**config.mk**
```make
export PLATFORM = sky130hd
export DESIGN_NAME = reg_write_arbiter_flat
export DESIGN_NICKNAME = d
export VERILOG_FILES = /design/src/rtl/simple_cpu_pkg.sv /design/src/rtl/reg_write_arbiter_if.sv /design/src/rtl/fwd_lookup.sv /design/src/rtl/reg_write_arbiter.sv /design/src/flat_wrapper.sv
export SDC_FILE = /design/constraint.sdc
export NUM_CORES = 1
export LEC_CHECK = 0
export ABC_AREA = 1
export ABC_CLOCK_PERIOD_IN_PS = 4100
export CAP_MARGIN = 5
export CORE_ASPECT_RATIO = 1.5
export CORE_MARGIN = 5
export CORE_UTILIZATION = 40
export DETAILED_ROUTE_END_ITERATION = 8
export GPL_TIMING_DRIVEN = 0
export PLACE_DENSITY_LB_ADDON = 0.15
export SLEW_MARGIN = 20
export SYNTH_ARGS = -nofsm -noshare
export SYNTH_HDL_FRONTEND = slang
export SYNTH_SLANG_ARGS = --single-unit
```
**constraint.sdc**
```tcl
create_clock -name clock -period 4.1 [get_ports clock]
set_input_delay 0.82 -clock clock [delete_from_list [all_inputs] [get_ports clock]]
set_output_delay 0.82 -clock clock [all_outputs]
set_load 0.02 [all_outputs]
```
**src/rtl/simple_cpu_pkg.sv**
```systemverilog
// Shared types for the simple CPU datapath: register index and write-back entry.
package simple_cpu_pkg;
  localparam int DATA_W = 16;
  localparam int ADDR_W = 3;

  typedef logic [ADDR_W-1:0] reg_idx_t;

  typedef struct packed {
    reg_idx_t            idx;
    logic [DATA_W-1:0]   data;
  } wb_entry_t;
endpackage

```
**src/rtl/reg_write_arbiter_if.sv**
```systemverilog
// Write-back bus between the ALU/load producers, the register file write port and operand fetch.
interface reg_write_arbiter_if #(parameter int DEPTH = 4);
  import simple_cpu_pkg::*;
  localparam int CNT_W = $clog2(DEPTH + 1);

  logic                alu_valid;
  logic                alu_ready;
  reg_idx_t            alu_reg;
  logic [DATA_W-1:0]   alu_data;
  logic                mem_valid;
  logic                mem_ready;
  reg_idx_t            mem_reg;
  logic [DATA_W-1:0]   mem_data;
  logic                reg_write;
  reg_idx_t            write_register;
  logic [DATA_W-1:0]   write_data;
  reg_idx_t            rs;
  reg_idx_t            rd;
  logic                fwd_a_hit;
  logic [DATA_W-1:0]   fwd_a_data;
  logic                fwd_b_hit;
  logic [DATA_W-1:0]   fwd_b_data;
  logic [CNT_W-1:0]    pending_count;
  logic                busy;

  modport slave (
    input  alu_valid, alu_reg, alu_data, mem_valid, mem_reg, mem_data, rs, rd,
    output alu_ready, mem_ready, reg_write, write_register, write_data,
           fwd_a_hit, fwd_a_data, fwd_b_hit, fwd_b_data, pending_count, busy
  );

  modport master (
    output alu_valid, alu_reg, alu_data, mem_valid, mem_reg, mem_data, rs, rd,
    input  alu_ready, mem_ready, reg_write, write_register, write_data,
           fwd_a_hit, fwd_a_data, fwd_b_hit, fwd_b_data, pending_count, busy
  );
endinterface

```
**src/rtl/fwd_lookup.sv**
```systemverilog
// Finds the youngest valid entry matching a read address; entries[0] is oldest.
module fwd_lookup
  import simple_cpu_pkg::*;
#(
  parameter int N = 5
) (
  input  wb_entry_t [N-1:0]  entries,
  input  logic [N-1:0]       validMask,
  input  reg_idx_t           addr,
  output logic               hit,
  output logic [DATA_W-1:0]  data
);
  logic match_s;

  // Scan oldest to youngest so the last match overrides earlier ones.
  always_comb begin
    hit     = 1'b0;
    data    = {DATA_W{1'b0}};
    match_s = 1'b0;
    for (int i = 0; i < N; i++) begin
      match_s = validMask[i] & (entries[i].idx == addr);
      hit     = hit | match_s;
      data    = match_s ? entries[i].data : data;
    end
  end
endmodule

```
**src/rtl/reg_write_arbiter.sv**
```systemverilog
// Merges ALU and load write-backs into an in-order queue feeding the register file write port,
// and forwards not-yet-committed values to the two read ports.
module reg_write_arbiter
  import simple_cpu_pkg::*;
#(
  parameter int DEPTH = 4
) (
  input logic                 clock,
  input logic                 reset_n,
  reg_write_arbiter_if.slave  bus
);
  localparam int PTR_W = $clog2(DEPTH);
  localparam int CNT_W = $clog2(DEPTH + 1);
  localparam int NSLOT = DEPTH + 1;

  wb_entry_t          queue_r [DEPTH];
  logic [PTR_W-1:0]   head_r;
  logic [PTR_W-1:0]   tail_r;
  logic [CNT_W-1:0]   count_r;
  logic               regWrite_r;
  reg_idx_t           writeReg_r;
  logic [DATA_W-1:0]  writeData_r;

  logic               pop_s;
  logic [CNT_W:0]     free_s;
  logic               memReady_s;
  logic               aluReady_s;
  logic               memAcc_s;
  logic               aluAcc_s;
  logic [PTR_W-1:0]   aluSlot_s;

  wb_entry_t [NSLOT-1:0] ordered_s;
  logic [NSLOT-1:0]      orderedValid_s;
  logic                  fwdAHit_s;
  logic                  fwdBHit_s;
  logic [DATA_W-1:0]     fwdAData_s;
  logic [DATA_W-1:0]     fwdBData_s;

  // Acceptance: load wins the last free slot; readiness never depends on alu_valid.
  always_comb begin
    pop_s      = (count_r != {CNT_W{1'b0}});
    free_s     = (CNT_W+1)'(DEPTH) - {1'b0, count_r} + (CNT_W+1)'(pop_s);
    memReady_s = (free_s >= (CNT_W+1)'(1));
    aluReady_s = (free_s >= (CNT_W+1)'(2)) | ((free_s == (CNT_W+1)'(1)) & ~bus.mem_valid);
    memAcc_s   = bus.mem_valid & memReady_s;
    aluAcc_s   = bus.alu_valid & aluReady_s;
    aluSlot_s  = memAcc_s ? (tail_r + PTR_W'(1)) : tail_r;
  end

  // Queue storage; a same-cycle pair lands load first (older), then ALU.
  always_ff @(posedge clock) begin
    if (memAcc_s) begin
      queue_r[tail_r] <= '{idx: bus.mem_reg, data: bus.mem_data};
    end
    if (aluAcc_s) begin
      queue_r[aluSlot_s] <= '{idx: bus.alu_reg, data: bus.alu_data};
    end
  end

  // Pointers, occupancy and the registered write-port stage.
  always_ff @(posedge clock or negedge reset_n) begin
    if (!reset_n) begin
      head_r      <= {PTR_W{1'b0}};
      tail_r      <= {PTR_W{1'b0}};
      count_r     <= {CNT_W{1'b0}};
      regWrite_r  <= 1'b0;
      writeReg_r  <= {ADDR_W{1'b0}};
      writeData_r <= {DATA_W{1'b0}};
    end else begin
      head_r  <= head_r + PTR_W'(pop_s);
      tail_r  <= tail_r + PTR_W'(memAcc_s) + PTR_W'(aluAcc_s);
      count_r <= count_r - CNT_W'(pop_s) + CNT_W'(memAcc_s) + CNT_W'(aluAcc_s);
      if (pop_s) begin
        regWrite_r  <= 1'b1;
        writeReg_r  <= queue_r[head_r].idx;
        writeData_r <= queue_r[head_r].data;
      end else begin
        regWrite_r  <= 1'b0;
      end
    end
  end

  // Age-ordered view: output stage is oldest, then queue entries from head.
  always_comb begin
    ordered_s[0]      = '{idx: writeReg_r, data: writeData_r};
    orderedValid_s[0] = regWrite_r;
    for (int i = 0; i < DEPTH; i++) begin
      ordered_s[i+1]      = queue_r[head_r + PTR_W'(i)];
      orderedValid_s[i+1] = (CNT_W'(i) < count_r);
    end
  end

  fwd_lookup #(.N(NSLOT)) fwdA (
    .entries   (ordered_s),
    .validMask (orderedValid_s),
    .addr      (bus.rs),
    .hit       (fwdAHit_s),
    .data      (fwdAData_s)
  );

  fwd_lookup #(.N(NSLOT)) fwdB (
    .entries   (ordered_s),
    .validMask (orderedValid_s),
    .addr      (bus.rd),
    .hit       (fwdBHit_s),
    .data      (fwdBData_s)
  );

  assign bus.alu_ready      = aluReady_s;
  assign bus.mem_ready      = memReady_s;
  assign bus.reg_write      = regWrite_r;
  assign bus.write_register = writeReg_r;
  assign bus.write_data     = writeData_r;
  assign bus.fwd_a_hit      = fwdAHit_s;
  assign bus.fwd_a_data     = fwdAData_s;
  assign bus.fwd_b_hit      = fwdBHit_s;
  assign bus.fwd_b_data     = fwdBData_s;
  assign bus.pending_count  = count_r;
  assign bus.busy           = pop_s | regWrite_r;
endmodule

```
**src/flat_wrapper.sv**
```systemverilog
// flat-port wrapper written by rule: the top's interface ports become plain ports
module reg_write_arbiter_flat import simple_cpu_pkg::*;
#(
  parameter int DEPTH = 4
)
  (clock, reset_n, bus_alu_valid, bus_alu_reg, bus_alu_data, bus_mem_valid, bus_mem_reg, bus_mem_data, bus_rs, bus_rd, bus_alu_ready, bus_mem_ready, bus_reg_write, bus_write_register, bus_write_data, bus_fwd_a_hit, bus_fwd_a_data, bus_fwd_b_hit, bus_fwd_b_data, bus_pending_count, bus_busy);
  reg_write_arbiter_if #(.DEPTH(DEPTH)) bus_i ();
  input logic clock;
  input logic reset_n;
  input wire logic [$bits(bus_i.alu_valid)-1:0] bus_alu_valid;
  input wire logic [$bits(bus_i.alu_reg)-1:0] bus_alu_reg;
  input wire logic [$bits(bus_i.alu_data)-1:0] bus_alu_data;
  input wire logic [$bits(bus_i.mem_valid)-1:0] bus_mem_valid;
  input wire logic [$bits(bus_i.mem_reg)-1:0] bus_mem_reg;
  input wire logic [$bits(bus_i.mem_data)-1:0] bus_mem_data;
  input wire logic [$bits(bus_i.rs)-1:0] bus_rs;
  input wire logic [$bits(bus_i.rd)-1:0] bus_rd;
  output wire logic [$bits(bus_i.alu_ready)-1:0] bus_alu_ready;
  output wire logic [$bits(bus_i.mem_ready)-1:0] bus_mem_ready;
  output wire logic [$bits(bus_i.reg_write)-1:0] bus_reg_write;
  output wire logic [$bits(bus_i.write_register)-1:0] bus_write_register;
  output wire logic [$bits(bus_i.write_data)-1:0] bus_write_data;
  output wire logic [$bits(bus_i.fwd_a_hit)-1:0] bus_fwd_a_hit;
  output wire logic [$bits(bus_i.fwd_a_data)-1:0] bus_fwd_a_data;
  output wire logic [$bits(bus_i.fwd_b_hit)-1:0] bus_fwd_b_hit;
  output wire logic [$bits(bus_i.fwd_b_data)-1:0] bus_fwd_b_data;
  output wire logic [$bits(bus_i.pending_count)-1:0] bus_pending_count;
  output wire logic [$bits(bus_i.busy)-1:0] bus_busy;
  assign bus_i.alu_valid = bus_alu_valid;
  assign bus_i.alu_reg = bus_alu_reg;
  assign bus_i.alu_data = bus_alu_data;
  assign bus_i.mem_valid = bus_mem_valid;
  assign bus_i.mem_reg = bus_mem_reg;
  assign bus_i.mem_data = bus_mem_data;
  assign bus_i.rs = bus_rs;
  assign bus_i.rd = bus_rd;
  assign bus_alu_ready = bus_i.alu_ready;
  assign bus_mem_ready = bus_i.mem_ready;
  assign bus_reg_write = bus_i.reg_write;
  assign bus_write_register = bus_i.write_register;
  assign bus_write_data = bus_i.write_data;
  assign bus_fwd_a_hit = bus_i.fwd_a_hit;
  assign bus_fwd_a_data = bus_i.fwd_a_data;
  assign bus_fwd_b_hit = bus_i.fwd_b_hit;
  assign bus_fwd_b_data = bus_i.fwd_b_data;
  assign bus_pending_count = bus_i.pending_count;
  assign bus_busy = bus_i.busy;
  reg_write_arbiter #(.DEPTH(DEPTH)) u_core (.clock(clock), .reset_n(reset_n), .bus(bus_i));
endmodule
```
==> impl_metrics.sql, run 1 <==
INSERT INTO impl_metrics (metric_group, metric, value, unit) VALUES
('run_status', 'outcome', 'finished, final reports clean', ''),
('critical_path', 'criticalPathCategory', 'in2out', ''),
('yosys', 'synth_seq_cells', '103', ''),
('global_route', 'gr-max-usage-layer', 'met2', ''),
('yosys', 'synth-async-reset-ratio', '0.262', ''),
('yosys', 'synth.yosys.warnings', '0', ''),
('critical_path', 'cp.arrival', '3150', 'ps'),
('yosys', 'yosysSeqAreaShare', '0.328', ''),
('clock_tree', 'cts.path.max_buffers', '2', ''),
('worst_hold_path', 'min_path_type', 'in2async', ''),
('yosys', 'synth_largest_type_area_fraction', '0.276', ''),
('sta', 'final_period_minus_worst_setup_slack', '3970', 'ps'),
('die', 'die_width', '133', 'um'),
('die', 'core_area', '22300', 'um2'),
('critical_path', 'timing.critical_path.cells', 'clkdlybuf4s50_1, inv_1, o21ai_0, a21oi_2, buf_4, nand3_1, nand2_1, nand3_1, nand2_1, nand2_1, nand2_1, clkdlybuf4s50_1', ''),
('clock_tree', 'clkLatencyLatePin', '370', 'ps'),
('route', 'detail_route.first_pass.iterations', '5', ''),
('global_route', 'first_global_vias', '8808', ''),
('global_route', 'gr-usage-met3', '0.0278', ''),
('finish', 'final_core_utilization', '0.484', ''),
('finish', 'multi_input_comb_area', '4990', 'um2'),
('clock_tree', 'clk_transition_reported_paths', '80', 'ps'),
('critical_path', 'critPathLaunchType', 'input pin', ''),
('die', 'start_util', '0.404', ''),
('finish', 'layout.cells.most_common_list', '660 x sky130_fd_sc_hd__nand2_1, 182 x sky130_fd_sc_hd__nand3_1, 150 x sky130_fd_sc_hd__o21ai_0, 113 x sky130_fd_sc_hd__inv_1, 82 x sky130_fd_sc_hd__clkdlybuf4s50_1', ''),
('route', 'vias', '9181', ''),
('global_route', 'grt_usage', '0.220', ''),
('critical_path', 'cpMostUsedCell', 'sky130_fd_sc_hd__nand2_1', ''),
('die', 'dieHeight', '194', 'um'),
('sta', 'timing.fmax', '252', 'MHz'),
('placement', 'gpl.final_weighted_congestion', '0.894', ''),
('global_route', 'grt_first_pass_wirelength', '45400', 'um'),
('clock_tree', 'tritoncts.num_buffers', '9', ''),
('die', 'rows', '67', ''),
('yosys', 'edff_count_synth', '76', ''),
('global_route', 'use_met1', '0.263', ''),
('yosys', 'post-synth-top-area-cell', 'sky130_fd_sc_hd__nand2_1', ''),
('finish', 'fin_nets', '1624', ''),
('global_route', 'antenna_found_initial', '0', ''),
('finish', 'drive_above_1_share', '0.0936', ''),
('critical_path', 'slowest_stage_cell_cp', 'sky130_fd_sc_hd__clkdlybuf4s50_1', ''),
('critical_path', 'critPathTopFamily', 'buffers and inverters', ''),
('critical_path', 'critical_path.endpoint_type', 'primary output', ''),
('clock_tree', 'cts_tree', 'built', ''),
('sta', 'final_slew_viol_count', '0', ''),
('yosys', 'post_synth_main_area_contributors', 'sky130_fd_sc_hd__nand2_1 28%, sky130_fd_sc_hd__edfxtp_1 25%, sky130_fd_sc_hd__nand3_1 10%', ''),
('yosys', 'synth-main-ff-cell', 'sky130_fd_sc_hd__edfxtp_1', ''),
('placement', 'place.detailed.hpwl', '24000', 'um'),
('global_route', 'largest_net_degree_at_the_start_of_global_routing', '28', ''),
('clock_tree', 'clock_tree.htree_level_count', '3', ''),
('yosys', 'netlist_area', '9000', 'um2'),
('route', 'antenna_violating_nets_post_route', '0', ''),
('route', 'vias_per_cell', '4.97', ''),
('route', 'number_of_drc_violations_after_detailed_routing_iteration_0', '514', ''),
('yosys', 'syn_area_per_cell', '6.23', 'um2'),
('sta', 'report.final.setup_viol', '0', ''),
('critical_path', 'critical_path.max_fanout', '7', ''),
('finish', 'regArea', '2960', 'um2'),
('route', 'routed_wirelength', '29000', 'um'),
('clock_tree', 'clock-sinks', '103', ''),
('global_route', 'grt.met2_usage', '0.406', ''),
('yosys', 'netlist_instances', '1445', ''),
('yosys', 'postSynthNetCount', '1504', ''),
('critical_path', 'path_buf_inv', '4', ''),
('sta', 'grt_setup_unrepaired', 'false', ''),
('sta', 'layout_worst_path_cycle_share', '0.968', ''),
('route', 'detail_route.drc_violations', '0', ''),
('global_route', 'grt.overflow.total', '0', ''),
('critical_path', 'worst-endpoint-required', '3280', 'ps'),
('sta', 'timing.final.hold_violations', '0', ''),
('placement', 'port-buffer-count', '104', '');
[layer usage]
layer  share of wire  up-vias
met3           0.046       34
li1                -     4826
met5               0        -
met1            0.43     4029
met2            0.50      292
met4           0.021        0
[Yosys cell counts, types with 5 or more instances]
| cell type | n |
|---|---|
| sky130_fd_sc_hd__inv_2 | 22 |
| sky130_fd_sc_hd__inv_1 | 114 |
| sky130_fd_sc_hd__buf_1 | 6 |
| sky130_fd_sc_hd__buf_2 | 36 |
| sky130_fd_sc_hd__o21ai_1 | 24 |
| sky130_fd_sc_hd__nand2_2 | 8 |
| sky130_fd_sc_hd__nor2_1 | 18 |
| sky130_fd_sc_hd__a21oi_1 | 5 |
| sky130_fd_sc_hd__o21ai_0 | 151 |
| sky130_fd_sc_hd__nand3_1 | 182 |
| sky130_fd_sc_hd__xor2_1 | 7 |
| sky130_fd_sc_hd__buf_4 | 29 |
| sky130_fd_sc_hd__edfxtp_1 | 76 |
| sky130_fd_sc_hd__mux2i_1 | 16 |
| sky130_fd_sc_hd__clkbuf_1 | 27 |
| sky130_fd_sc_hd__nand2_1 | 661 |
| sky130_fd_sc_hd__dfrtp_1 | 27 |
| sky130_fd_sc_hd__ha_1 | 8 |
| sky130_fd_sc_hd__nor2_4 | 9 |
[kinds of logic (layout without fill, tap and decap cells)]
| logic type | Yosys count | count (layout) | synth area share |
|---|---|---|---|
| AO/OA/AOI/OAI | 183 | 183 | 0.102 |
| XOR/XNOR | 9 | 9 | 0.00875 |
| adder cells (fa/ha/maj) | 11 | 11 | 0.0178 |
| buffers and inverters | 238 | 363 | 0.119 |
| flip-flops | 103 | 103 | 0.328 |
| multiplexers | 16 | 16 | 0.0178 |
| AND/OR/NAND/NOR | 885 | 885 | 0.406 |
[layout make-up]
cell class / instances / share of cell area
clock inverters: 7 / 0.00499
flip-flops and latches: 103 / 0.274
well taps: 276 / 0.0320
multi-input cells: 1104 / 0.463
clock buffers: 9 / 0.0209
repair buffers: 110 / 0.105
plain buffers: 100 / 0.0526
inverters: 137 / 0.0479
[stage by stage]
stage	hold WS, ps	TNS (ps)	cell area, um2	setup WS [ps]	cells
2_1_floorplan	492	0	9000	995	1445
3_3_place_gp	521	-7130	10400	-416	1825
3_5_place_dp	530	-7370	10400	-423	1825
4_1_cts	513	0	10700	0.576	1843
5_1_grt	558	0	10800	9.54	1846
6_report	490	0	10800	131	1846
[final timing paths]
path                            slack (ps)                         from                     endpoint  cells past startpoint
worst max-delay path                   130                    bus_rd[1]            bus_fwd_b_data[3]                     12
worst min register to register         540    u_core.bus.write_data[14]    u_core.bus.write_data[14]                      2
max in group asynchronous             3110                      reset_n  u_core.bus.pending_count[2]                      1
worst max register to register         520  u_core.bus.pending_count[2]        u_core.queue_r[2][11]                     10
worst min-delay path                   490                      reset_n             u_core.head_r[0]                      1
min in group clock                     540    u_core.bus.write_data[14]    u_core.bus.write_data[14]                      2
[state kept, by name, summed over array words and instances, names as in the netlist]
signal	flops
u_core.bus.pending_count	3
u_core.bus.reg_write	1
u_core.bus.write_data	16
u_core.bus.write_register	3
u_core.head_r	2
u_core.queue_r	76
u_core.tail_r	2
[worst register-to-register path: cells and delay by family, from the launching register on]
kind / cells / cell delay, ps
xor+xnor: 1 / 260
fa+ha+maj: 1 / 320
buf+inv: 3 / 710
simple gates: 5 / 1350
flops: 1 / 460
[timing repair]
action / in CTS / in global routing
endpoints found under the hold margin: 0 / 0
resized for setup: 14 / 26
setup buffers: 3 / 3
endpoints found under the setup margin: 26 / 16
hold buffers: 0 / 0
pin swaps: 1 / 3
Power of run 1 is left out: the tool's default activity adds up to more than one toggle a clock period on the data nets, which glitch-free logic cannot reach.
==> run 2: changes to the inputs <==
--- a/config.mk
+++ b/config.mk
@@ -12,9 +12,9 @@
 export CORE_MARGIN = 5
 export CORE_UTILIZATION = 40
 export DETAILED_ROUTE_END_ITERATION = 8
+export GPL_ROUTABILITY_DRIVEN = 0
 export GPL_TIMING_DRIVEN = 0
 export PLACE_DENSITY_LB_ADDON = 0.15
-export SLEW_MARGIN = 20
 export SYNTH_ARGS = -nofsm -noshare
 export SYNTH_HDL_FRONTEND = slang
 export SYNTH_SLANG_ARGS = --single-unit
==> impl_metrics.sql, run 2 (same netlist as run 1, synthesis figures left out) <==
INSERT INTO impl_metrics (metric_group, metric, value, unit) VALUES
('run_status', 'outcome', 'finished, final reports clean', ''),
('critical_path', 'count_of_cell_instances_traversed_by_the_critical_path', '12', ''),
('global_route', 'grt_usage', '0.223', ''),
('die', 'io_pins', '108', ''),
('finish', 'fillCellCount', '2337', ''),
('sta', 'worst_clock_skew_on_the_final_layout', '9.82', 'ps'),
('critical_path', 'ff2ff_path_depth', '10', ''),
('finish', 'final-instance-count-excl-fill', '1847', ''),
('critical_path', 'critical_path.endpoint_type', 'primary output', ''),
('die', 'start_util', '0.404', ''),
('critical_path', 'path_buf_inv', '4', ''),
('finish', 'drive_above_1_share', '0.0936', ''),
('sta', 'timing.setup.tns', '0', 'ps'),
('critical_path', 'critPathLaunchType', 'input pin', ''),
('global_route', 'antenna_found_initial', '0', ''),
('die', 'rows', '67', ''),
('placement', 'port-buffer-count', '104', ''),
('clock_tree', 'tritoncts.num_buffers', '9', ''),
('clock_tree', 'clock_tree.htree_level_count', '3', ''),
('die', 'die_width', '133', 'um'),
('sta', 'timing.final.hold_violations', '0', ''),
('clock_tree', 'clock-sinks', '103', ''),
('critical_path', 'worst-endpoint-required', '3280', 'ps'),
('sta', 'final_period_minus_worst_setup_slack', '3990', 'ps'),
('route', 'detail_route.drc_violations', '0', ''),
('finish', 'num_antenna_cells', '0', ''),
('sta', 'report.final.setup_viol', '0', ''),
('worst_hold_path', 'min_path_type', 'in2async', ''),
('route', 'vias', '9147', ''),
('finish', 'regArea', '2960', 'um2'),
('clock_tree', 'cts_tree', 'built', ''),
('route', 'number_of_drc_violations_after_detailed_routing_iteration_0', '545', ''),
('global_route', 'grt_first_pass_wirelength', '46500', 'um'),
('finish', 'layout.cells.most_common_list', '660 x sky130_fd_sc_hd__nand2_1, 182 x sky130_fd_sc_hd__nand3_1, 151 x sky130_fd_sc_hd__o21ai_0, 112 x sky130_fd_sc_hd__inv_1, 83 x sky130_fd_sc_hd__clkdlybuf4s50_1', ''),
('job', 'cap_violations', '0', ''),
('critical_path', 'slowest_stage_cell_cp', 'sky130_fd_sc_hd__clkdlybuf4s50_1', ''),
('finish', 'registers.top_by_ff_count', 'u_core.queue_r', ''),
('sta', 'timing.fmax', '251', 'MHz'),
('placement', 'place.detailed.hpwl', '23900', 'um'),
('critical_path', 'critPathTopFamily', 'buffers and inverters', ''),
('sta', 'worst_hold_slack', '498', 'ps'),
('placement', 'worst_setup_slack_after_placement', '-434', 'ps'),
('global_route', 'grt.overflow.total', '0', ''),
('route', 'detail_route.first_pass.iterations', '5', ''),
('critical_path', 'cpMostUsedCell', 'sky130_fd_sc_hd__nand2_1', ''),
('sta', 'final_slew_viol_count', '0', ''),
('finish', 'multi_input_comb_area', '5000', 'um2'),
('sta', 'slew_headroom', '0.348', ''),
('global_route', 'first_global_vias', '9187', ''),
('die', 'die_area', '25700', 'um2'),
('critical_path', 'cp.arrival', '3170', 'ps'),
('sta', 'setup_slack', '115', 'ps'),
('critical_path', 'timing.critical_path.cells', 'clkdlybuf4s50_1, inv_1, o21ai_0, a21oi_2, buf_4, nand3_1, nand2_1, nand3_1, nand2_1, nand2_1, nand2_1, clkdlybuf4s50_1', ''),
('critical_path', 'worst_path_max_stage_delay', '620', 'ps'),
('route', 'route.detailed.wl_per_inst', '15.6', 'um'),
('sta', 'layout_worst_path_cycle_share', '0.972', ''),
('global_route', 'largest_net_degree_at_the_start_of_global_routing', '28', ''),
('finish', 'fin_nets', '1625', ''),
('route', 'antenna_violating_nets_post_route', '0', ''),
('placement', 'placedCellCount', '1825', ''),
('clock_tree', 'clk_transition_reported_paths', '70', 'ps'),
('critical_path', 'critical_path.max_fanout', '7', ''),
('finish', 'layout_commonest_cell', 'sky130_fd_sc_hd__nand2_1', ''),
('route', 'vias_per_cell', '4.95', ''),
('route', 'routed_wirelength', '28900', 'um'),
('finish', 'max_reg_flops', '76', ''),
('die', 'core_area', '22300', 'um2'),
('clock_tree', 'root_buffer', 'sky130_fd_sc_hd__clkbuf_16', ''),
('critical_path', 'criticalPathCategory', 'in2out', ''),
('sta', 'timing_worst_slew_pin_value', '976', 'ps'),
('die', 'dieHeight', '194', 'um'),
('clock_tree', 'cts.path.max_buffers', '2', ''),
('clock_tree', 'clkLatencyLatePin', '360', 'ps'),
('finish', 'syn_to_final_growth', '19.9', '%');
run 2: cell types whose count changed in the layout (fill, tap and decap cells not counted), moves of 2 or more:
cell	delta
sky130_fd_sc_hd__nor2_4	+2
sky130_fd_sc_hd__clkbuf_1	+3
sky130_fd_sc_hd__clkbuf_2	-2
sky130_fd_sc_hd__dlygate4sd2_1	-3
sky130_fd_sc_hd__dlymetal6s2s_1	+2
sky130_fd_sc_hd__nor2_2	-2
sky130_fd_sc_hd__buf_4	+3
run 2: path summary, 6_finish.rpt:
| kind | start | endpoint | slack (ps) |
|---|---|---|---|
| min reg2reg | u_core.bus.write_data[5] | u_core.bus.write_data[5] | 540 |
| min | reset_n | u_core.tail_r[0] | 500 |
| max in group asynchronous | reset_n | u_core.bus.pending_count[2] | 3110 |
| max reg2reg | u_core.bus.pending_count[2] | u_core.queue_r[0][6] | 490 |
| min in group clock | u_core.bus.write_data[5] | u_core.bus.write_data[5] | 540 |
| max | bus_rd[1] | bus_fwd_b_data[3] | 110 |
run 2: worst reg2reg max path, stage by stage (launching register included):
cell and delay, ps:
sky130_fd_sc_hd__dfrtp_2 460, sky130_fd_sc_hd__inv_1 100, sky130_fd_sc_hd__ha_1 320, sky130_fd_sc_hd__nand3_1 100, sky130_fd_sc_hd__nand2_1 190, sky130_fd_sc_hd__nand2_1 190
sky130_fd_sc_hd__xor2_1 260, sky130_fd_sc_hd__inv_1 90, sky130_fd_sc_hd__nand3_1 120, sky130_fd_sc_hd__clkbuf_1 530, sky130_fd_sc_hd__nand2_1 760
run 2: per-layer routing:
metal,vias up,wire length [um],share of wire,track usage
met4,0,979,0.034,0.0901
met1,4033,12300,0.43,0.266
li1,4832,-,-,-
met5,-,0,0,0
met3,46,1000,0.035,0.0234
met2,236,14600,0.50,0.405
run 2: repair_timing:
action                                  in CTS  in global routing
setup buffers                                3                  4
gates resized for setup                     11                 28
pin swaps                                    1                  1
hold buffers                                 0                  0
endpoints found under the setup margin      27                 25
hold endpoints to repair                     0                  0
run 2: through the flow:
| step | utilization | instance area (um2) |
|---|---|---|
| after floorplan | - | 9000 |
| after CTS | 0.480 | 10700 |
| final | 0.484 | 10800 |
| after global routing | 0.484 | 10800 |
| after global placement | 0.466 | 10400 |
| after detailed placement | 0.466 | 10400 |
run 2: final cells by class:
class                      count  share of cell area
multi-input combinational   1104               0.463
buffer                       100              0.0523
clock inverter                 6             0.00475
timing repair buffer         111               0.105
clock buffer                  10              0.0212
sequential                   103               0.274
tap                          276              0.0320
inverter                     137              0.0481
Power of run 2 is left out for the same reason.
